**src/rtl/kl_pipe_pkg.sv**
```systemverilog
// kl_pipe_pkg: shared widths, control-bundle field offsets and helpers for the issue stage
package kl_pipe_pkg;

    localparam int CTRL_W  = 22;
    localparam int DATA_W  = 16;
    localparam int NREG    = 8;
    localparam int REG_W   = 3;
    localparam int CNT_W   = 2;
    localparam int CNT_MAX = 3;

    localparam int OPC_LSB   = 19;
    localparam int PC_LSB    = 11;
    localparam int ASEL_BIT  = 10;
    localparam int BSEL_BIT  = 9;
    localparam int LOADS_BIT = 8;
    localparam int ALUOP_LSB = 6;
    localparam int SHIFT_LSB = 4;
    localparam int WRITE_BIT = 3;
    localparam int WNUM_LSB  = 0;

    localparam int USED_RM = 2;
    localparam int USED_RN = 1;
    localparam int USED_RD = 0;

    typedef logic [CTRL_W-1:0] ctrl_t;
    typedef logic [DATA_W-1:0] data_t;
    typedef logic [REG_W-1:0]  regnum_t;
    typedef logic [CNT_W-1:0]  cnt_t;

    localparam cnt_t CNT_FULL = cnt_t'(CNT_MAX);

    typedef struct packed {
        ctrl_t control;
        data_t a;
        data_t b;
        data_t c;
        data_t sximm;
    } issue_t;

    function automatic logic ctrl_write(input ctrl_t c);
        return c[WRITE_BIT];
    endfunction

    function automatic regnum_t ctrl_wnum(input ctrl_t c);
        return c[WNUM_LSB +: REG_W];
    endfunction

endpackage

```
**src/rtl/issue_scoreboard.sv**
```systemverilog
// issue_scoreboard: per-register saturating pending-write counters with sticky misuse flag
module issue_scoreboard
    import kl_pipe_pkg::*;
(
    input  logic                 clk,
    input  logic                 rst_n,
    input  logic                 inc,
    input  regnum_t              inc_num,
    input  logic                 dec,
    input  regnum_t              dec_num,
    input  logic                 fl_dec,
    input  regnum_t              fl_num,
    output cnt_t [NREG-1:0]      pend,
    output logic                 err
);

    cnt_t [NREG-1:0] pend_nxt;
    logic [NREG-1:0] bad;

    // Net change per register: one issue increment against up to two retire/flush decrements, clamped to 0..CNT_MAX
    always_comb begin
        pend_nxt = pend;
        bad      = '0;
        for (int r = 0; r < NREG; r++) begin
            int s;
            s = int'(pend[r])
              + ((inc    && inc_num == regnum_t'(r)) ? 1 : 0)
              - ((dec    && dec_num == regnum_t'(r)) ? 1 : 0)
              - ((fl_dec && fl_num  == regnum_t'(r)) ? 1 : 0);
            bad[r]      = (s < 0) || (s > CNT_MAX);
            pend_nxt[r] = (s < 0) ? '0 : (s > CNT_MAX) ? CNT_FULL : cnt_t'(s);
        end
    end

    // Counters plus an error flag that stays set until reset
    always_ff @(posedge clk or negedge rst_n) begin
        if (!rst_n) begin
            pend <= '0;
            err  <= 1'b0;
        end else begin
            pend <= pend_nxt;
            err  <= err | (|bad);
        end
    end

endmodule

```
**src/rtl/pipeline_1_issue.sv**
```systemverilog
// pipeline_1_issue: single-entry issue stage with operand read and pending-write hazard scoreboard
module pipeline_1_issue
    import kl_pipe_pkg::*;
(
    input  logic              clk,
    input  logic              rst_n,
    input  logic              in_valid,
    output logic              in_ready,
    input  logic [CTRL_W-1:0] control_in,
    input  logic [REG_W-1:0]  num_Rm_in,
    input  logic [REG_W-1:0]  num_Rn_in,
    input  logic [REG_W-1:0]  num_Rd_in,
    input  logic [2:0]        used_in,
    input  logic [DATA_W-1:0] sximm_in,
    output logic [REG_W-1:0]  rf_addr_a,
    output logic [REG_W-1:0]  rf_addr_b,
    output logic [REG_W-1:0]  rf_addr_c,
    input  logic [DATA_W-1:0] rf_data_a,
    input  logic [DATA_W-1:0] rf_data_b,
    input  logic [DATA_W-1:0] rf_data_c,
    input  logic              wb_valid,
    input  logic [REG_W-1:0]  wb_num,
    input  logic              flush,
    output logic              out_valid,
    input  logic              out_ready,
    output logic [CTRL_W-1:0] out_control,
    output logic [DATA_W-1:0] out_A,
    output logic [DATA_W-1:0] out_B,
    output logic [DATA_W-1:0] out_C,
    output logic [DATA_W-1:0] out_sximm,
    output logic              hazard_stall,
    output logic              sb_err
);

    cnt_t [NREG-1:0] pend;
    logic            hazard;
    logic            issue;
    logic            fl_dec;

    assign rf_addr_a = num_Rm_in;
    assign rf_addr_b = num_Rn_in;
    assign rf_addr_c = num_Rd_in;

    // Stall on any read of a register with writes in flight, or on a write that would overflow its counter
    always_comb begin
        hazard = (used_in[USED_RM] && pend[num_Rm_in] != '0)
              || (used_in[USED_RN] && pend[num_Rn_in] != '0)
              || (used_in[USED_RD] && pend[num_Rd_in] != '0)
              || (ctrl_write(control_in) && pend[ctrl_wnum(control_in)] == CNT_FULL);
    end

    assign in_ready     = !hazard && (!out_valid || out_ready) && !flush;
    assign issue        = in_valid && in_ready;
    assign hazard_stall = in_valid && hazard;
    assign fl_dec       = flush && out_valid && ctrl_write(out_control);

    issue_scoreboard u_sb (
        .clk     (clk),
        .rst_n   (rst_n),
        .inc     (issue && ctrl_write(control_in)),
        .inc_num (ctrl_wnum(control_in)),
        .dec     (wb_valid),
        .dec_num (wb_num),
        .fl_dec  (fl_dec),
        .fl_num  (ctrl_wnum(out_control)),
        .pend    (pend),
        .err     (sb_err)
    );

    // Output register: load on issue, drop on consume or flush, otherwise hold
    always_ff @(posedge clk or negedge rst_n) begin
        if (!rst_n) begin
            out_valid   <= 1'b0;
            out_control <= '0;
            out_A       <= '0;
            out_B       <= '0;
            out_C       <= '0;
            out_sximm   <= '0;
        end else if (issue) begin
            out_valid   <= 1'b1;
            out_control <= control_in;
            out_A       <= used_in[USED_RM] ? rf_data_a : '0;
            out_B       <= used_in[USED_RN] ? rf_data_b : '0;
            out_C       <= used_in[USED_RD] ? rf_data_c : '0;
            out_sximm   <= sximm_in;
        end else if (flush || out_ready) begin
            out_valid   <= 1'b0;
        end
    end

endmodule

```
**config.mk**
```make
export PLATFORM = sky130hd
export DESIGN_NAME = pipeline_1_issue
export DESIGN_NICKNAME = d
export VERILOG_FILES = /design/src/rtl/kl_pipe_pkg.sv /design/src/rtl/issue_scoreboard.sv /design/src/rtl/pipeline_1_issue.sv
export SDC_FILE = /design/constraint.sdc
export NUM_CORES = 1
export LEC_CHECK = 0
export BUFFER_PORTS_ARGS = -buffer_cell sky130_fd_sc_hd__buf_2
export CAP_MARGIN = 20
export CORE_MARGIN = 3
export CORE_UTILIZATION = 25
export DETAILED_ROUTE_END_ITERATION = 16
export PLACE_DENSITY_LB_ADDON = 0.1
export REMOVE_ABC_BUFFERS = 1
export SETUP_SLACK_MARGIN = 0.4
export SYNTH_ARGS = -nofsm -noshare
export SYNTH_HDL_FRONTEND = slang
export SYNTH_HIERARCHICAL = 1
export SYNTH_SLANG_ARGS = --single-unit
```
**constraint.sdc**
```tcl
create_clock -name clk -period 6.8 [get_ports clk]
set_clock_uncertainty 0.1 [all_clocks]
set_input_delay 0.34 -clock clk [delete_from_list [all_inputs] [get_ports clk]]
set_output_delay 0.34 -clock clk [all_outputs]
set_load 0.01 [all_outputs]
```
==> flow_summary.toml <==
[timing]
finalHoldViolCount = 0
max_freq_ghz = 0.200
tightest_slew_ps = 1060
final.setup.tns_ps = 0
whs_ps = 105
period_minus_slack_ps = 4990
rsz0062_at_grt = "false"
max_slew_margin_pct = 29.6
maxSlewViolCount = 0
setup_viol = 0
period_share_pct = 73.3

[clocking]
h-tree-depth = 3
cts_made_buffers = 9
cts_sinks = 104
clk_pin_slew_ps = 80
post_cts_resize_count = 0
insertion_delay_ps = 350
cts_buffer_depth = 2
cts_root_buf = "clkbuf_16"
post_cts_buffers = 0
cts_tree = "yes"
hold_buffers = 1

[route]
wl_per_cell_um = 15.7
vias_per_cell = 4.38
drt_iter0_drc = 141
remaining_drc_errors = 0
first_pass_iters = 4
totalWireLength_um = 17300
final_antenna_net_count = 0
vias = 4836

[floorplan]
ios = 206
coreArea_um2 = 23500
start_util_pct = 25.6
die_area_um2 = 26000
fp.dieW_um = 161
num_rows = 56
die_y_um = 161

[synthesis]
synth_seq_cells = 104
synth_cell_types = 51
syn-instance-count = 584
yosysSeqAreaShare_pct = 43.2
netlist.area_leader.share_pct = 43.2
async_flop_share_pct = 100
synth-edff-count = 0
synth.cell_area_um2 = 6020
postSynthAreaPerCell_um2 = 10.3
ys_warn_count = 6
yosysTopAreaCell = "dfrtp_1"
ys.flop_type = "dfrtp_1"
synthTopCellsByArea = "dfrtp_1, ha_1, mux2i_1, mux2_2, inv_1"

[cells_and_area]
final_cell_mix = "buf_2, dfrtp_1, inv_1"
final_common_cell = "buf_2"
fill_cells = 2495
layout-drive-gt1-share_pct = 34.3
syn2layout_area_growth_pct = 27.1
fin_nets = 941
n_antenna_cell = 0

[worst_setup_path]
max_stage_delay_ps = 490
crit_path_start_kind = "register"
critPathKind = "reg2reg"
cp_top_family = "simple AND/OR/NAND/NOR gates"
worstPathCellList = "nor4_1, a311oi_1, a22oi_1, nand4_1, nor4_4, and2_1, nor2b_1, nand2_1, ha_1, inv_1, ha_1, inv_1, fa_1, ha_1, a22o_1, or4b_1, or4_1"
crit_arrival_ps = 5110
cpMostUsedCell = "ha_1"
worstPathRequired_ps = 6920
critPathCaptureType = "register"
crit_path_max_fanout = 7
cp_num_buf_inv = 2
crit_slowest_cell = "dfrtp_1"

[power]
pwr-share-comb_pct = 40.6
sequentialPowerShare_pct = 39.7
power_mw = 2.87
netSwitchingFraction_pct = 38.8
switching_power_mw = 1.12
powerDensity_nw_per_um2 = 375
internal-power_mw = 1.76
leakagePower_nw = 3.85
peakVddDrop_v = 0.000121
p_clk_share_pct = 19.7

[outcome]
status = "completed"

[placement]
dpl.hpwl_um = 13700
place.port_buffers = 205
gp_congestion = 0.832

[global_route]
grt_pass1_vias = 4923
grt_max_degree = 72
grt_usage_pct = 13.1
grt_first_pass_wirelength_um = 27000
antenna_found_initial = 0
gr-total-overflow = 0

[worst_hold_path]
hold_class = "in2reg"

[flow_run]
drv_cap = 0
## through the flow
step	instances	setup slack [ps]	utilization, %	instance area [um2]
after CTS	1104	1780	32.5	7660
after detailed placement	1087	1800	31.1	7330
after floorplan	560	-998	-	5880
final	1104	1810	32.5	7660
after global placement	1087	1900	31.1	7330
after global routing	1104	1320	32.5	7660
## final timing paths
check,slack [ps],startpoint,cells past startpoint,to
min,110,control_in[10],2,out_control[10]
min in group asynchronous,370,rst_n,2,out_sximm[4]
max reg2reg,1810,u_sb/pend[9],17,u_sb/err
max,1810,u_sb/pend[9],17,u_sb/err
max in group asynchronous,4900,rst_n,3,u_sb/err
min reg2reg,400,out_control[10],1,out_control[10]
## layer usage
| metal | track usage [%] | wire length, um | vias to the layer above |
|---|---|---|---|
| met4 | 3.87 | 323 | 0 |
| li1 | - | - | 2347 |
| met3 | 2.49 | 725 | 24 |
| met2 | 21.6 | 7980 | 154 |
| met1 | 17.7 | 8250 | 2311 |
| met5 | 0 | 0 | - |
## power by group through the flow
stage | combinational (mW) | sequential, mW | clock (mW)
after floorplan | 0.562 | 1.25 | 0
after global placement | 1.17 | 1.15 | 0
after detailed placement | 1.18 | 1.16 | 0
after CTS | 1.19 | 1.15 | 0.595
after global routing | 1.30 | 1.19 | 0.620
final | 1.17 | 1.14 | 0.566
## registers in the layout, indices dropped and copies added, names as in the netlist
| name | cells |
|---|---|
| out_control | 22 |
| out_A | 16 |
| out_B | 16 |
| out_C | 16 |
| out_sximm | 16 |
| u_sb/pend | 16 |
| out_valid | 1 |
| u_sb/err | 1 |
## cell usage after synthesis (all sizes together), types with 7 or more instances
cell type / number
a21oi: 12
buf: 18
dfrtp: 104
fa: 8
ha: 46
inv: 87
mux2: 38
mux2i: 48
nand2: 81
nand2b: 7
nand3: 7
nor2: 22
nor3: 11
o21ai: 8
xnor2: 7
## cell type report
| class | instances | area [um2] | area share (%) |
|---|---|---|---|
| multi-input combinational | 369 | 2950 | 38.5 |
| tap | 319 | 399 | 5.21 |
| timing repair buffer | 209 | 1060 | 13.9 |
| clock inverter | 7 | 97.6 | 1.27 |
| sequential | 104 | 2600 | 34.0 |
| inverter | 87 | 327 | 4.26 |
| clock buffer | 9 | 225 | 2.94 |
## cell families (layout without fill, tap and decap cells)
group                    after synthesis  count (layout)  share of synthesized area, %
adder cells (fa/ha/maj)               54              54                          12.2
AND/OR/NAND/NOR                      164             164                          13.2
XOR/XNOR                               8               8                          1.29
AO/OA/AOI/OAI                         55              55                          6.42
flip-flops                           104             104                          43.2
multiplexers                          88              88                          15.8
buffers and inverters                111             312                          7.87
(Power assumes the default switching activity.)
